==> config.mk <==
export PLATFORM = sky130hd
export DESIGN_NAME = fetch_byte_sequencer
export DESIGN_NICKNAME = d
export VERILOG_FILES = /design/src/rtl/fetch_seq_pkg.sv /design/src/rtl/byte_word_assembler.sv /design/src/rtl/fetch_byte_sequencer.sv
export SDC_FILE = /design/constraint.sdc
export NUM_CORES = 1
export LEC_CHECK = 0
export CAP_MARGIN = 10
export CORE_ASPECT_RATIO = 1.1
export CORE_MARGIN = 1
export CORE_UTILIZATION = 40
export CTS_CLUSTER_DIAMETER = 40
export DETAILED_ROUTE_END_ITERATION = 8
export PLACE_DENSITY = 0.8
export RECOVER_POWER = 50
export SYNTH_ARGS = -nofsm -noshare
export SYNTH_HDL_FRONTEND = slang
export SYNTH_SLANG_ARGS = --single-unit
==> constraint.sdc <==
create_clock -name clk -period 2.5 [get_ports clk]
set_input_delay 0.5 -clock clk [delete_from_list [all_inputs] [get_ports clk]]
set_output_delay 0.5 -clock clk [all_outputs]
set_load 0.005 [all_outputs]
==> src/rtl/fetch_seq_pkg.sv <==
// Shared types and word-geometry constants for the fetch byte sequencer.
package fetch_seq_pkg;

  typedef enum logic [1:0] {
    IDLE,
    ISSUE,
    LAST,
    RESP
  } state_t;

  localparam int unsigned BYTES_PER_WORD = 4;
  localparam int unsigned BYTE_W         = 8;
  localparam int unsigned WORD_W         = 32;
  localparam int unsigned MEM_RD_LAT     = 1;

endpackage

==> src/rtl/byte_word_assembler.sv <==
// Collects bytes into a registered big-endian word; lane 0 is the most
// significant byte. Lanes not being written keep their value.
module byte_word_assembler
  import fetch_seq_pkg::*;
(
  input  logic              clk,
  input  logic              rst_n,
  input  logic              cap_en,
  input  logic [1:0]        lane,
  input  logic [BYTE_W-1:0] byte_in,
  output logic [WORD_W-1:0] word
);

  // Write the incoming byte into its lane when capture is enabled.
  always_ff @(posedge clk or negedge rst_n) begin
    if (!rst_n) begin
      word <= '0;
    end else begin
      for (int unsigned i = 0; i < BYTES_PER_WORD; i++) begin
        if (cap_en && (lane == 2'(i))) begin
          word[WORD_W-1-BYTE_W*i -: BYTE_W] <= byte_in;
        end
      end
    end
  end

endmodule

==> src/rtl/fetch_byte_sequencer.sv <==
// Owns the byte-wide instruction memory port: assembles 32-bit fetches from
// four byte reads and interleaves loader byte writes with bounded starvation.
module fetch_byte_sequencer
  import fetch_seq_pkg::*;
#(
  parameter int unsigned ADDR_W       = 16,
  parameter int unsigned STARVE_LIMIT = 4
) (
  input  logic              clk,
  input  logic              rst_n,
  input  logic              flush,
  input  logic              fetch_req_valid,
  output logic              fetch_req_ready,
  input  logic [31:0]       fetch_pc,
  output logic              fetch_rsp_valid,
  input  logic              fetch_rsp_ready,
  output logic [31:0]       fetch_instr,
  input  logic              wr_valid,
  output logic              wr_ready,
  input  logic [ADDR_W-1:0] wr_addr,
  input  logic [7:0]        wr_data,
  output logic              mem_en,
  output logic              mem_we,
  output logic [ADDR_W-1:0] mem_addr,
  output logic [7:0]        mem_wdata,
  input  logic [7:0]        mem_rdata,
  output logic              busy
);

  localparam int unsigned CNT_W = $clog2(STARVE_LIMIT + 1);

  state_t            state, state_nxt;
  logic [1:0]        k, k_nxt;
  logic [ADDR_W-1:0] base, base_nxt;
  logic [CNT_W-1:0]  starve_cnt, starve_nxt;
  logic              fetch_waiting;
  logic              wr_grant;
  logic              accept;
  logic              cap_en;
  logic [1:0]        cap_lane;
  logic              unused_pc_bits;

  assign unused_pc_bits = ^{fetch_pc[31:ADDR_W], fetch_pc[1:0]};

  // Arbitration: a waiting fetch blocks writes once the starvation limit is hit.
  always_comb begin
    fetch_waiting = fetch_req_valid && (state == IDLE) && !flush;
    wr_grant      = rst_n && wr_valid && ((state == IDLE) || (state == RESP)) &&
                    !(fetch_waiting && (starve_cnt == CNT_W'(STARVE_LIMIT)));
    accept        = rst_n && fetch_waiting && !wr_grant;
  end

  // Next-state, memory port and handshake outputs.
  always_comb begin
    state_nxt       = state;
    k_nxt           = k;
    base_nxt        = base;
    starve_nxt      = starve_cnt;
    fetch_req_ready = 1'b0;
    fetch_rsp_valid = 1'b0;
    wr_ready        = 1'b0;
    mem_en          = 1'b0;
    mem_we          = 1'b0;
    mem_addr        = '0;
    mem_wdata       = '0;
    busy            = 1'b0;
    cap_en          = 1'b0;
    // Byte k-1 returns the cycle after its issue; in LAST k has wrapped to 0,
    // so the same subtraction yields lane 3.
    cap_lane        = k - 2'd1;

    unique case (state)
      IDLE: begin
        if (accept) begin
          fetch_req_ready = 1'b1;
          base_nxt        = {fetch_pc[ADDR_W-1:2], 2'b00};
          starve_nxt      = '0;
          k_nxt           = 2'd0;
          state_nxt       = ISSUE;
        end
      end
      ISSUE: begin
        busy     = 1'b1;
        mem_en   = 1'b1;
        mem_addr = base + ADDR_W'(k);
        cap_en   = (k != 2'd0) && !flush;
        k_nxt    = k + 2'd1;
        if (flush) begin
          state_nxt = IDLE;
        end else if (k == 2'd3) begin
          state_nxt = LAST;
        end
      end
      LAST: begin
        busy      = 1'b1;
        cap_en    = !flush;
        state_nxt = flush ? IDLE : RESP;
      end
      RESP: begin
        fetch_rsp_valid = 1'b1;
        if (flush || fetch_rsp_ready) begin
          state_nxt = IDLE;
        end
      end
      default: state_nxt = IDLE;
    endcase

    if (wr_grant) begin
      wr_ready   = 1'b1;
      mem_en     = 1'b1;
      mem_we     = 1'b1;
      mem_addr   = wr_addr;
      mem_wdata  = wr_data;
      starve_nxt = fetch_waiting ? starve_cnt + 1'b1 : '0;
    end
  end

  // State, byte counter, fetch base and starvation counter registers.
  always_ff @(posedge clk or negedge rst_n) begin
    if (!rst_n) begin
      state      <= IDLE;
      k          <= '0;
      base       <= '0;
      starve_cnt <= '0;
    end else begin
      state      <= state_nxt;
      k          <= k_nxt;
      base       <= base_nxt;
      starve_cnt <= starve_nxt;
    end
  end

  byte_word_assembler u_asm (
    .clk     (clk),
    .rst_n   (rst_n),
    .cap_en  (cap_en),
    .lane    (cap_lane),
    .byte_in (mem_rdata),
    .word    (fetch_instr)
  );

endmodule

# Word level (Yosys, flattened, before mapping)
# Cells that the tools add are included.
# totals
input_bits	70
output_inout_bits	62
wordCells	75
register_bits	53
# classes
n_mux	23
n_eq_ne	11
addsub	4
reduce_logical	29
# op_table
op	n
2-to-1 mux 16 bit	2
adder 16 x 2 -> 16 bit	1
logical AND 1 bit	13
2-to-1 mux 2 bit	6
2-to-1 mux 3 bit	4
== test 2 bit, second input constant	5
2-to-1 mux 8 bit	1
case mux 2 bit (4 select lines)	1
nonzero test 2 bit	4
2-to-1 mux 1 bit	7
AND reduction 2 bit	3
== test 2 x 1 -> 1 bit, second input constant	2
zero test 2 bit	2
case mux 2 bit (2 select lines)	1
adder 3 x 1 -> 3 bit, second input constant	1
== test 3 bit, second input constant	1
zero test 1 bit	3
!= test 3 bit, second input constant	1
AND reduction 3 bit	1
adder 2 x 1 -> 2 bit, second input constant	1
logical OR 1 bit	2
!= test 2 x 1 -> 1 bit, second input constant	1
!= test 2 bit, second input constant	1
case mux 1 bit (2 select lines)	1
other kinds (2)	2

# Depth between registers and ports, before layout
# Gate-level depths: netlist (run 1).
# depth
ltp_word	11
ltp_mapped	8
ltp_nobuf	6

# Modules after synthesis
# From an unflattened synthesis (run 1), not the netlist that was laid out.
# unflattened
hier_cells	221
area_unflattened_um2	2645.0
# modules_own_cells
mod	n_inst	seq_area_each_um2	cells_per_inst	area_each_um2
fetch_byte_sequencer	1	525.5	153	1432.6
byte_word_assembler	1	800.8	68	1212.4

# Worst setup path before layout (run 1)
# No wires, ideal clock.
# synth_timing
path_kind	reg-to-output
start	register state[0]
end	output port mem_wdata[1]
path_stages_with_launch	7
n_path_buf	1
path_slack_ps	406
arrival_time_ps	1594
required_ps	2000
cell_sequence	dfrtp_1 inv_1 ha_1 nand3b_1 a21oi_4 clkbuf_1 and2_1
# synth_between
elab_chain_len	7
elab_cells_between_ends	10
cone_classes	eq/ne: 1; mux: 1; reduce/logical: 8
# synth_rtl
element	line_no	rtl
start: declaration	fetch_byte_sequencer.sv:32	state_t state, state_nxt;
start signal: assignment	fetch_byte_sequencer.sv:126	state <= state_nxt;
zero test 2 bit	fetch_byte_sequencer.sv:47, fetch_byte_sequencer.sv:48	
logical AND 1 bit (2 in a row)	fetch_byte_sequencer.sv:47	fetch_waiting = fetch_req_valid && (state == IDLE) && !flush;
logical AND 1 bit	fetch_byte_sequencer.sv:49	!(fetch_waiting && (starve_cnt == CNT_W'(STARVE_LIMIT)));
zero test 1 bit	fetch_byte_sequencer.sv:49	
logical AND 1 bit *	fetch_byte_sequencer.sv:48	wr_grant = rst_n && wr_valid && ((state == IDLE) || (state == RESP)) &&
2-to-1 mux 8 bit *	fetch_byte_sequencer.sv:108	if (wr_grant) begin
end: declaration	fetch_byte_sequencer.sv:25	output logic [7:0] mem_wdata,
# Mark *: on every way between the ends. The rest lies on a longest branch, timed or not.

# Worst setup path after layout (run 1)
# layout_timing
start	input port fetch_req_valid
end	output port mem_en
# layout_between
elab_chain_len	6
# layout_rtl
element	line_no	rtl
start: declaration	fetch_byte_sequencer.sv:12	input logic fetch_req_valid,
logical AND 1 bit (2 in a row)	fetch_byte_sequencer.sv:47	
logical AND 1 bit	fetch_byte_sequencer.sv:49	
zero test 1 bit	fetch_byte_sequencer.sv:49	
logical AND 1 bit	fetch_byte_sequencer.sv:48	
2-to-1 mux 1 bit	fetch_byte_sequencer.sv:108	
end: declaration	fetch_byte_sequencer.sv:22	output logic mem_en,
# Every way passes these cells.

==> results.tsv, run 1 <==
stage	metric	value	unit
sta	final worst slack	-0.0248	ns
worst_hold_path	HP Class	reg2reg	
detailed_routing	WL per Instance	16.1	um
power	total power draw	4.20	mW
cells_and_area	final non-filler cell total	442	
grt	vias in the first global route	2237	
sta	Hold Fails Final Rpt	0	
setup_path	CP max stage cell	clkdlybuf4s50_1	
worst_hold_path	Min-Delay Path Depth	1	
setup_path	most frequent CP cell	buf_12	
sta	fin crit share	101	%
placed_design	Placed Cells	416	
sta	RSZ-0062 raised after global routing	yes	
setup_path	CP max FO	5	
synthesis	Synth Flop Type	dfrtp_1	
placed_design	GPL Wtd Cong	0.742	
power	Leakage Power	2.07	nW
setup_path	CP Data Arrival Time	2.02	ns
cells_and_area	Layout fillers	472	
setup_path	CP startpoint kind	primary input	
floorplanning	IO Pins	132	
grt	busiest grt layer	met2	
grt	met2 GRT Util	36.8	%
sta	fin. max-slew vios	0	
grt	initial antenna violation count	0	
detailed_routing	initial DRC count	99	
sta	final setup violation count	1	
setup_path	CP max stage delay	0.45	ns
setup_path	critical path type	in2out	
power	pwr dens	981	nW/um^2
power	maximum vdd drop	0.608	mV
flow_run	max_cap viols	0	
floorplanning	core area	6310	sq um
detailed_routing	drt pass-1 iters	4	
synthesis	leading post-synthesis cells by cell area	dfrtp_1, mux2_2, ha_1	
synthesis	largest area contributor in the netlist	dfrtp_1	
floorplanning	DIE HEIGHT	87.4	um
run_status	violated checks	negative setup slack	
clock_tree	CTS tree	done	
sta	clock skew	0.00973	ns
synthesis	Yosys top cell area share	50.0	%
synthesis	Avg Inst Size Synth	12.1	sq um
floorplanning	Site Rows	30	
grt	met1 usage	21.4	%
detailed_routing	routed vias/inst	4.91	
floorplanning	chip width	79.7	um
synthesis	most common cell in the netlist	dfrtp_1	
synthesis	Post-synth EDFFs	0	
synthesis	Seq/Total Area, Yosys	50.0	%
detailed_routing	Final ANT Viol Nets	0	
clock_tree	TritonCTS Buffers	5	
detailed_routing	final wirelength	7130	um
setup_path	CP endpoint kind	output port	
clock_tree	cts hold-fix bufs	0	
cells_and_area	synth-to-layout area growth	61.5	%
grt	GR Util All Layers	20.1	%
setup_path	reg2reg path depth	8	
synthesis	Netlist Area Pre-Place	2650	sq um
cells_and_area	Nets	443	
grt	total grt overflow	0	
synthesis	Netlist cell types	32	
clock_tree	insertion delay to the later sink of the worst-skew pair	0.30	ns
sta	Relative slew margins	11.7	%
synthesis	Mapped Cells	220	
clock_tree	CTS Root Cell	clkbuf_8	
floorplanning	Initial Utilization	42.1	%
clock_tree	clk sink count	53	
clock_tree	htree depth	2	
setup_path	ordered list of cells on the worst path	clkdlybuf4s50_1, and3b_2, a21oi_4, buf_12, buf_12, buf_16, or2_2, buf_2	
placed_design	number of port buffers	113	
sta	Least-Margin Pin Slew	1.32	ns
synthesis	Yosys warnings	0	
synthesis	post-synthesis sequential element count	53	
clock_tree	Bufs on Longest Clock Path	2	
sta	Max Clock Freq	0.396	GHz
clock_tree	Reg clk slew, reported paths	0.09	ns
sta	Final min period	2.52	ns
synthesis	syn_nets	303	
grt	largest net degree at the start of global routing	56	
synthesis	post-synthesis async set-or-reset flop share	100	%
placed_design	dpl hpwl	4630	um
grt	first-pass GRT wire length	10700	um
detailed_routing	drt drc	0	
cells_and_area	share of cells above drive strength 1	40.2	%
run_status	status	complete, but fails checks	
floorplanning	total die area	6960	sq um
synthesis	top post-synthesis cells by count	dfrtp_1, mux2_2, nand2_1	
detailed_routing	Via Count	2172	
setup_path	Critical Path RT	2.00	ns
grt	GRT met3 Usage	8.27	%
==> worst max-delay path: cells and delay by family <==
| kind | cells | cell delay [ns] |
|---|---|---|
| and+or+nand+nor | 2 | 0.48 |
| buffers and inverters | 5 | 0.98 |
| AOI/OAI and AO/OA | 1 | 0.07 |
==> routing by layer <==
metal | vias to the layer above | wire length (um)
li1 | 1028 | -
met1 | 1054 | 2750
met2 | 86 | 3670
met3 | 4 | 649
met4 | 0 | 58
met5 | - | 0
==> flip-flops by register name, summed over array words and instances, names as in the netlist <==
register / count
state: 2
k: 2
u_asm.word: 32
starve_cnt: 3
base: 14
==> cells by family (layout without fill, tap and decap cells) <==
group	after synthesis	in the layout	share of synthesized area [%]
buffers and inverters	20	161	3.77
DFF	53	53	50.0
and+or+nand+nor	56	56	10.2
other	0	1	0
adders and majority gates	13	13	6.13
muxes	48	48	21.5
AOI/OAI and AO/OA	30	30	8.39
==> worst paths after layout <==
| path | slack [ns] | endpoint | startpoint |
|---|---|---|---|
| max reg2reg | 0.39 | u_asm.word[2] | state[1] |
| min | 0.51 | u_asm.word[1] | u_asm.word[1] |
| max in group asynchronous | 1.05 | state[0] | rst_n |
| min reg2reg | 0.51 | u_asm.word[1] | u_asm.word[1] |
| max | -0.02 | mem_en | fetch_req_valid |
| min in group asynchronous | 0.65 | base[2] | rst_n |
==> placed cells by master (no fill, tap or decap), types with 3 or more instances in the layout <==
| cell type | n |
|---|---|
| clkdlybuf4s50_1 | 65 |
| dfrtp_1 | 53 |
| mux2_2 | 37 |
| nand2_1 | 27 |
| buf_2 | 20 |
| dlygate4sd3_1 | 18 |
| buf_4 | 14 |
| ha_1 | 12 |
| buf_6 | 10 |
| inv_1 | 9 |
| nand2_2 | 9 |
| mux2_4 | 9 |
| o21ai_2 | 8 |
| and2_4 | 7 |
| o21ai_1 | 6 |
| clkbuf_8 | 5 |
| buf_16 | 4 |
| buf_12 | 4 |
| o21ai_0 | 3 |
| a32o_1 | 3 |
| clkbuf_2 | 3 |
==> area by class of cell <==
| type | count | area (sq um) | share of cell area, % |
|---|---|---|---|
| flip-flops and latches | 53 | 1330 | 30.9 |
| well taps | 80 | 100 | 2.34 |
| clock buffers | 5 | 68.8 | 1.61 |
| inverters | 11 | 41.3 | 0.963 |
| clock inverters | 3 | 21.3 | 0.496 |
| diodes | 1 | 2.50 | 0.0584 |
| repair buffers | 142 | 1420 | 33.0 |
| multi-input cells | 147 | 1310 | 30.6 |
==> per-stage QoR <==
step / hold WS [ns] / utilization [%] / cell area, sq um / setup TNS [ns] / setup WS [ns]
2_1_floorplan: 0.204 / - / 2650 / 0 / 0.406
3_3_place_gp: 0.484 / 62.2 / 3920 / -5.25 / -0.257
3_5_place_dp: 0.493 / 62.2 / 3920 / -5.42 / -0.248
4_1_cts: 0.418 / 66.4 / 4190 / -0.294 / -0.0746
5_1_grt: 0.533 / 67.9 / 4280 / -0.773 / -0.0731
6_report: 0.512 / 68.0 / 4290 / -0.0248 / -0.0248
==> power breakdown <==
group	switching, mW	internal, mW
clock network	0.284	0.199
logic	0.872	1.39
registers	0.213	1.25
total	1.37	2.84
==> what timing repair did <==
action,in CTS,in global routing
pin swaps,2,17
endpoints found under the hold margin,0,0
cloned,5,1
endpoints found under the setup margin,28,28
gates resized for setup,105,51
setup buffers,9,3
Power figures use the tool's default switching activity.
==> run 2, diff against run 1 <==
Settings changed: CTS_BUF_LIST set to sky130_fd_sc_hd__clkbuf_16.
==> run 2 against run 1 <==
Against the previous run: the flow now finishes without violations; worst setup slack improved by 0.047 ns; wire length rose by 0.60%; sequential share of layout area increased by 0.37 points; hold slack lost 0.0080 ns; combinational power is 4% lower; cell area fell by 1.2%; largest power group unchanged.
==> results.tsv, run 2 (synthesized netlist as in run 1, its figures left out) <==
stage	metric	value	unit	change
run_status	status	finished, final reports clean		was complete, but fails checks
detailed_routing	Via Count	2162		was 2172
cells_and_area	Reg with most FFs	u_asm.word		unchanged
clock_tree	cts hold-fix bufs	0		unchanged
sta	Final min period	2.48	ns	was 2.52 ns
sta	fin. max-slew vios	0		unchanged
power	internal power	2.94	mW	was 2.84 mW
cells_and_area	final non-filler cell total	440		was 442
power	Leakage Power	2.07	nW	about the same
sta	Max Clock Freq	0.404	GHz	was 0.396 GHz
setup_path	ordered list of cells on the worst path	inv_2, ha_4, nand3b_1, a21oi_4, buf_4, buf_6, buf_16, and2_1, clkdlybuf4s15_1		was clkdlybuf4s50_1, and3b_2, a21oi_4, buf_12, buf_12, buf_16, or2_2, buf_2
clock_tree	insertion delay to the later sink of the worst-skew pair	0.29	ns	was 0.30 ns
sta	fin crit share	99.1	%	was 101%
sta	final setup violation count	0		was 1
floorplanning	total die area	6960	sq um	unchanged
grt	total grt overflow	0		unchanged
floorplanning	Site Rows	30		unchanged
setup_path	CP Data Arrival Time	1.98	ns	was 2.02 ns
cells_and_area	Final Cell Area	4240	sq um	was 4290 sq um
grt	vias in the first global route	2257		was 2237
detailed_routing	drt pass-1 iters	4		unchanged
cells_and_area	share of cells above drive strength 1	36.8	%	was 40.2%
clock_tree	htree depth	2		unchanged
setup_path	CP startpoint kind	flip-flop		was primary input
worst_hold_path	Min-Delay Path Depth	1		unchanged
setup_path	RR Endpoint	u_asm.word[2]		unchanged
power	maximum vdd drop	0.629	mV	was 0.608 mV
cells_and_area	synth-to-layout area growth	59.6	%	was 61.5%
setup_path	flop-to-flop setup slack	0.40	ns	was 0.39 ns
clock_tree	Reg clk slew, reported paths	0.07	ns	was 0.09 ns
floorplanning	core area	6310	sq um	unchanged
placed_design	GPL Wtd Cong	0.742		unchanged
clock_tree	clk sink count	53		unchanged
placed_design	number of port buffers	113		unchanged
cells_and_area	Nets	441		was 443
grt	largest net degree at the start of global routing	56		unchanged
sta	clock skew	0.00783	ns	was 0.00973 ns
setup_path	Critical Path RT	2.00	ns	about the same
setup_path	critical path type	reg2out		was in2out
floorplanning	IO Pins	132		unchanged
floorplanning	Initial Utilization	42.1	%	unchanged
detailed_routing	Final ANT Viol Nets	0		unchanged
placed_design	dpl hpwl	4630	um	unchanged
detailed_routing	drt drc	0		unchanged
floorplanning	chip width	79.7	um	unchanged
detailed_routing	routed vias/inst	4.91		about the same
clock_tree	CTS tree	done		unchanged
grt	GR Util All Layers	20.4	%	was 20.1%
floorplanning	DIE HEIGHT	87.4	um	unchanged
detailed_routing	initial DRC count	99		unchanged
clock_tree	CTS Root Cell	clkbuf_16		was clkbuf_8
cells_and_area	most common cell after layout, fill and taps aside	clkdlybuf4s50_1		unchanged
cells_and_area	max reg flops	32		unchanged
setup_path	CP max stage cell	dfrtp_1		was clkdlybuf4s50_1
setup_path	reg2reg path depth	8		unchanged
sta	Relative slew margins	11.9	%	was 11.7%
setup_path	CP endpoint kind	output port		unchanged
sta	Least-Margin Pin Slew	1.32	ns	about the same
power	Psw	1.37	mW	about the same
power	Sw Share	31.7	%	was 32.6%
setup_path	CP max stage delay	0.39	ns	was 0.45 ns
cells_and_area	Core Util, Final	67.2	%	was 68.0%
power	Reg power frac	34.0	%	was 34.8%
clock_tree	Bufs on Longest Clock Path	2		unchanged
grt	first-pass GRT wire length	10900	um	was 10700 um
cells_and_area	most frequent cells in the layout	clkdlybuf4s50_1, dfrtp_1, mux2_2		unchanged
setup_path	reg2reg start	state[1]		unchanged
detailed_routing	WL per Instance	16.3	um	was 16.1 um
worst_hold_path	HP Class	reg2reg		unchanged
power	Combinational Power Share	50.3	%	was 53.7%
power	pwr dens	1020	nW/um^2	was 981 nW/um^2
worst_hold_path	min-delay src	u_asm.word[20]		was u_asm.word[1]
worst_hold_path	Hold EP	u_asm.word[20]		was u_asm.word[1]
placed_design	DP Area	3920	sq um	unchanged
grt	initial antenna violation count	0		unchanged
clock_tree	TritonCTS Buffers	5		unchanged
cells_and_area	Largest regs	u_asm.word: 32 flops, base: 14 flops, starve_cnt: 3 flops		unchanged
setup_path	CP max FO	10		was 5
detailed_routing	final wirelength	7180	um	was 7130 um
placed_design	Placed Cells	416		unchanged
sta	Hold Fails Final Rpt	0		unchanged
flow_run	max_cap viols	0		unchanged
sta	Fin Hold WS	0.504	ns	was 0.512 ns
sta	RSZ-0062 raised after global routing	yes		unchanged
power	clock power share	15.7	%	was 11.5%
-- run 2: cell types whose count changed in the layout (fill, tap and decap cells not counted), sizes merged --
cell and delta:
dlygate4sd3 +4, buf -6, clkbuf +2, dlymetal6s2s +1, clkdlybuf4s50 -5, clkdlybuf4s15 +2
-- run 2: per-layer routing --
layer  track usage (%)  wire length [um]  part of all wire, %
met5                 0                 0                    0
met4              4.79                20                 0.28
met3              7.54               672                  9.4
met2              37.8              3740                   52
met1              21.8              2750                   38
-- run 2: what timing repair did --
| action | 4_1_cts | 5_1_grt |
|---|---|---|
| setup endpoints to repair | 28 | 28 |
| gates cloned | 4 | 1 |
| gates resized for setup | 106 | 31 |
| pin swaps | 2 | 5 |
| buffers inserted | 10 | 3 |
| endpoints found under the hold margin | 0 | 0 |
-- run 2: cell type report --
class                   instances  area (sq um)
fillers                       493          2070
repair buffers                140          1340
flip-flops and latches         53          1330
multi-input cells             147          1280
clock buffers                   5           125
well taps                      80           100
inverters                      11          41.3
clock inverters                 3          21.3
diodes                          1          2.50
-- run 2: how the worst max path moves through the flow --
stage / slack, ns / end / cells past startpoint / start
floorplan: 0.41 / mem_wdata[1] / 6 / state[0]
global placement: -0.26 / mem_addr[3] / 7 / flush
detailed placement: -0.25 / mem_addr[9] / 7 / flush
CTS: -0.02 / fetch_req_ready / 6 / fetch_req_valid
global route: -0.07 / mem_wdata[4] / 9 / state[1]
finish: 0.02 / mem_wdata[4] / 9 / state[0]
-- run 2: power groups by stage --
stage	logic, mW	clock network, mW	registers [mW]
finish	2.17	0.679	1.46
global route	2.35	0.725	1.51
CTS	2.21	0.703	1.47
detailed placement	2.11	0	1.49
global placement	2.06	0	1.46
floorplan	0.928	0	1.47
-- run 2: critical path, delay by kind of cell, from the launching register on --
family          cells  cell delay, ns
buf+inv             5            0.63
flops               1            0.39
simple gates        2            0.30
fa+ha+maj           1            0.20
compound gates      1            0.17
-- run 2: metrics by stage --
stage	total power [mW]	setup TNS (ns)	setup slack (ns)
2_1_floorplan	2.40	0	0.406
3_3_place_gp	3.52	-5.25	-0.257
3_5_place_dp	3.59	-5.42	-0.248
4_1_cts	4.39	-0.0250	-0.0225
5_1_grt	4.59	-0.294	-0.0665
6_report	4.31	0	0.0225
